**config.mk**
```make
export PLATFORM = sky130hd
export DESIGN_NAME = encoder_emulator
export DESIGN_NICKNAME = d
export VERILOG_FILES = /design/src/rtl/encoder_emulator.sv
export SDC_FILE = /design/constraint.sdc
export NUM_CORES = 1
export LEC_CHECK = 0
export CAP_MARGIN = 15
export CELL_PAD_IN_SITES_DETAIL_PLACEMENT = 1
export CELL_PAD_IN_SITES_GLOBAL_PLACEMENT = 2
export CORE_MARGIN = 5
export CORE_UTILIZATION = 33
export CTS_BUF_LIST = sky130_fd_sc_hd__clkbuf_8 sky130_fd_sc_hd__clkbuf_16
export DETAILED_ROUTE_END_ITERATION = 10
export HOLD_SLACK_MARGIN = 0.03
export PLACE_DENSITY_LB_ADDON = 0.08
export SLEW_MARGIN = 5
export SYNTH_ARGS = -nofsm -noshare
export SYNTH_HDL_FRONTEND = slang
export SYNTH_SLANG_ARGS = --single-unit
```
**constraint.sdc**
```tcl
create_clock -name clk -period 5.3 [get_ports clk]
set_clock_uncertainty 0.15 [all_clocks]
set_input_delay 1.06 -clock clk [delete_from_list [all_inputs] [get_ports clk]]
set_output_delay 1.06 -clock clk [all_outputs]
set_load 0.1 [all_outputs]
```
**src/rtl/encoder_emulator.sv**
```systemverilog
// Quadrature encoder emulator: turns a commanded edge period and direction into
// A/B/Z using the same Gray order and index convention the quadrature decoder counts.
module encoder_emulator #(
    parameter int W = 32
) (
    input  logic         clk,
    input  logic         rst_n,
    input  logic         enable,
    input  logic         dir,
    input  logic [W-1:0] period,
    input  logic [W-1:0] pulses_per_rev,
    input  logic         pos_load,
    input  logic [W-1:0] pos_load_val,
    output logic         A,
    output logic         B,
    output logic         Z,
    output logic [W-1:0] position,
    output logic [W-1:0] step_count,
    output logic         step_pulse
);

    typedef enum logic [1:0] {
        AB_00 = 2'b00,
        AB_10 = 2'b10,
        AB_11 = 2'b11,
        AB_01 = 2'b01
    } ab_state_t;

    localparam logic [W-1:0]        ONE_U = {{(W-1){1'b0}}, 1'b1};
    localparam logic signed [W-1:0] ONE_S = {{(W-1){1'b0}}, 1'b1};

    ab_state_t           ab_q, ab_d;
    logic [W-1:0]        cnt_q, cnt_d;
    logic [W-1:0]        pos_q, pos_d;
    logic signed [W-1:0] steps_q, steps_d;
    logic                z_q, z_d;
    logic                pulse_q, pulse_d;

    logic                run;
    logic                step;
    logic [W-1:0]        period_m1;

    // Wrap rules tolerate an out-of-range position left by an unchecked load.
    function automatic logic [W-1:0] pos_next(input logic [W-1:0] pos,
                                              input logic [W-1:0] ppr,
                                              input logic         fwd);
        logic [W-1:0] res;
        if (ppr <= ONE_U) begin
            res = '0;
        end else if (fwd) begin
            res = (pos >= ppr - ONE_U) ? '0 : pos + ONE_U;
        end else begin
            res = ((pos == '0) || (pos >= ppr)) ? ppr - ONE_U : pos - ONE_U;
        end
        return res;
    endfunction

    // Net edge counter; wraps modulo 2^W by construction.
    function automatic logic signed [W-1:0] steps_next(input logic signed [W-1:0] s,
                                                       input logic                fwd);
        return fwd ? s + ONE_S : s - ONE_S;
    endfunction

    assign run       = enable && (period != '0);
    assign period_m1 = period - ONE_U;
    // >= rather than == so a shortened period fires immediately instead of wrapping.
    assign step      = run && (cnt_q >= period_m1);

    always_comb begin
        cnt_d = cnt_q;
        if (!run || step) begin
            cnt_d = '0;
        end else begin
            cnt_d = cnt_q + ONE_U;
        end
    end

    always_comb begin
        ab_d = ab_q;
        if (step) begin
            unique case (ab_q)
                AB_00:   ab_d = dir ? AB_10 : AB_01;
                AB_10:   ab_d = dir ? AB_11 : AB_00;
                AB_11:   ab_d = dir ? AB_01 : AB_10;
                AB_01:   ab_d = dir ? AB_00 : AB_11;
                default: ab_d = AB_00;
            endcase
        end
    end

    always_comb begin
        pos_d   = pos_q;
        steps_d = steps_q;
        pulse_d = step;
        if (step) begin
            pos_d   = pos_next(pos_q, pulses_per_rev, dir);
            steps_d = steps_next(steps_q, dir);
        end
        if (pos_load) begin
            pos_d = pos_load_val;
        end
        // Registered from next position so Z moves on the same edge as A/B.
        z_d = enable && (pos_d == '0);
    end

    always_ff @(posedge clk or negedge rst_n) begin
        if (!rst_n) begin
            ab_q    <= AB_00;
            cnt_q   <= '0;
            pos_q   <= '0;
            steps_q <= '0;
            z_q     <= 1'b0;
            pulse_q <= 1'b0;
        end else begin
            ab_q    <= ab_d;
            cnt_q   <= cnt_d;
            pos_q   <= pos_d;
            steps_q <= steps_d;
            z_q     <= z_d;
            pulse_q <= pulse_d;
        end
    end

    assign A          = ab_q[1];
    assign B          = ab_q[0];
    assign Z          = z_q;
    assign position   = pos_q;
    assign step_count = steps_q;
    assign step_pulse = pulse_q;

endmodule

```
==> metrics.cfg <==
[worst_setup_path]
cp-end-kind=flip-flop
cpMaxStageDelayCell=or4b_4
worst-r2r-cell-count=14
crit_required_ns=5.47
crit_family=simple AND/OR/NAND/NOR gates
r2r-start=position[26]
critical-path-max-stage-delay_ns=0.61
critPathLaunchType=primary input
arrival_ns=6.13
cp_cell_sequence=buf_6 -> or4_4 -> or4b_4 -> or2_4 -> nor3_4 -> xnor2_2 -> ha_1 -> nand4_1 -> nor3_2 -> buf_4 -> o211ai_1 -> a311oi_2 -> nor4_4 -> and3_4 -> buf_6 -> a222oi_1 -> o21ai_1 -> or4_4 -> nor3_2 -> and4_1
r2r_slack_ns=1.00
crit_type=in -> reg
path_buf_inv=3
rr_endpoint=Z
cp_max_fo=6

[synthesis]
synthMuxAreaShare_pct=1.687
async_flop_share_pct=100.0
synth_edf_count=0
synthCells=1342
synth_nets=1578
synth_seq_area_share_pct=23.11
synth.cell_area_mm2=0.01083
synth-main-ff-cell=dfrtp_1
ys_top_cells_by_count=nand2_1, ha_1, dfrtp_1
synth_top_family_by_area=simple AND/OR/NAND/NOR gates
yosysUniqueCellTypes=77
synth-simple-area-share_pct=24.80
synthAdderAreaFrac_pct=15.67
yosys_warnings=0
synthTopCellsByArea=dfrtp_1, ha_1, xnor2_1
syn_avg_cell_area_um2=8.070
post-synth-top-count-cell=nand2_1
synth_compound_area_share_pct=18.20
synth_seq_cells=100
synth_top_area_share_pct=23.11
synth_top_area_cell=dfrtp_1
synthXorXnorAreaFrac_pct=12.45

[outcome]
outcome=finished, violations left
violations=negative setup slack

[sta]
setup_slack_ns=-0.6567
finalSetupViolCount=17
fmaxAchievable_mhz=167.9
max-slew-margin-rel_pct=28.27
hold_violations=0
timing.final.max_slew_violations=0
finalCritPeriodShare_pct=112.4
fin_crit_ns=5.957
rsz0062_at_grt=true
worst_pin_slew_ns=1.073

[layout]
diodes=0
multi_input_area_mm2=0.008499
regArea_mm2=0.002502
fillers=3862
layout-drive-gt1-share_pct=24.52
stdcell_count=2216
area_growth_pct=50.18
fin_nets=2005
stdcell_area_mm2=0.01627

[power]
power_frac_seq_pct=27.9
power.share.clock_pct=22.1
power_density_mw_per_mm2=205.0
peakVddDrop_mv=0.1786
switching_share_pct=44.88
intPower_uw=1838
switchingPower_uw=1497
p_leak_uw=0.007324
comb_power_share_pct=50.0

[hold_path]
min_path_type=reg -> reg
min_to=step_count[31]
min_from=step_count[31]
min_path_cells=1

[clock_tree]
clk_latency_ns=0.38
numCtsBuffers=9
root_buffer=clkbuf_16
cts_hold_buffers=0
cts.sinks=100
clk_path_buf_depth=2
cts_tree=built
h-tree-depth=3
cts.clk_slew.worst_paths_ns=0.08

[place]
dpl.hpwl_um=35710
dpl_cell_area_mm2=0.01484
place_inst=2143
pre_cts_ws_ns=-1.669
numPortBuffers=168
place.gp.congestion=0.9542

[global_route]
grt_pass1_vias=12490
grt_max_degree=63
antenna_found_initial=0
grt_overflow=0
grt_pass1_wl_um=69700
grt_util_all_layers_pct=24.37

[route]
dr.max_layer_used=met4
drtPass1Iterations=6
wl_met3_um=1774
drc=0
wl_per_cell_um=20.57
vias_per_cell=5.366
drt_iter0_drc=489
vias=11890
wl_met1_um=20230
wl_um=45590
ant_nets=0
wl_met2_um=21870

[floorplan]
die_w_um=191.2
dieHeight_um=191.2
start_util_pct=33.37
io-pin-count=169
core_area_mm2=0.03245
rows=66
die_area_mm2=0.03654

[flow_run]
maxCapViolations=0

[worst register-to-register path, delay by kind of cell (launching register included)]
kind / cells / cell delay [ns]
AO/OA/AOI/OAI: 8 / 1.91
AND/OR/NAND/NOR: 3 / 0.94
flip-flops: 1 / 0.58
adder cells (fa/ha/maj): 1 / 0.34
buffers and inverters: 2 / 0.32
[how the worst max path moves through the flow]
stage	startpoint	to	slack, ns	cells past startpoint
finish	pulses_per_rev[16]	Z	-0.66	20
global placement	pulses_per_rev[19]	Z	-1.44	20
global route	pulses_per_rev[16]	Z	-0.80	20
detailed placement	pulses_per_rev[19]	Z	-1.67	20
floorplan	period[5]	Z	-0.54	22
CTS	period[7]	Z	-0.58	24
[power groups by stage]
stage	registers [µW]	clock network, µW	logic (µW)
final	930	737	1670
after global routing	942	782	1790
after CTS	929	758	1630
after detailed placement	944	0	1590
after global placement	944	0	1560
after floorplan	1290	0	598
[layout by cell type (no fill, tap or decap), types with 10 or more instances in the layout]
master and count:
a21o_1 28, a21oi_1 70, a221o_1 13, and2_1 10, and3_1 27, and4_1 18, buf_12 13, buf_4 256
buf_6 33, clkdlybuf4s50_1 149, dfrtp_1 100, ha_1 132, inv_1 58, mux2i_1 16, nand2_1 139, nand2_2 11
nand3_1 35, nand4_1 29, nor2_1 90, nor3_1 37, nor4_1 14, o211ai_1 11, o21ai_0 58, o21ai_1 10
or3_1 17, or4_1 11, xnor2_1 92, xor2_1 59
[per-layer routing]
metal	track usage (%)	vias up
li1	-	5779
met1	31.16	5788
met2	41.27	253
met3	3.725	70
met4	9.751	0
met5	0	-
[registers in the layout, indices dropped and copies added (netlist names)]
name / count
cnt_q: 32
Z: 1
step_count: 32
position: 32
ab_q: 2
step_pulse: 1
[timing repair]
item / in CTS / in global routing
pin swaps: 39 / 52
buffers inserted: 37 / 32
setup endpoints to repair: 66 / 51
resized for setup: 102 / 105
[metrics by stage]
step	setup TNS, ns	utilization, %	hold WS [ns]	power (µW)
2_1_floorplan	-0.5402	-	0.3533	1885
3_3_place_gp	-40.31	45.73	0.3079	2508
3_5_place_dp	-50.36	45.73	0.3189	2532
4_1_cts	-1.083	48.15	0.3301	3317
5_1_grt	-6.893	50.12	0.3661	3512
6_report	-3.613	50.12	0.3252	3335
[final cells by class]
cell class	count	area share [%]
Multi-Input combinational cell	1130	52.25
Timing Repair Buffer	466	25.63
Sequential cell	100	15.38
Tap cell	442	3.400
Inverter	62	1.454
Clock buffer	9	1.385
Clock inverter	7	0.4923
[cell families (layout without fill, tap and decap cells)]
logic type	after synthesis	count (layout)
xor+xnor	154	154
compound gates	300	300
simple gates	523	523
flops	100	100
buf+inv	112	544
mux	18	18
fa+ha+maj	135	135
No activity file was read; power rests on OpenSTA's default activity.
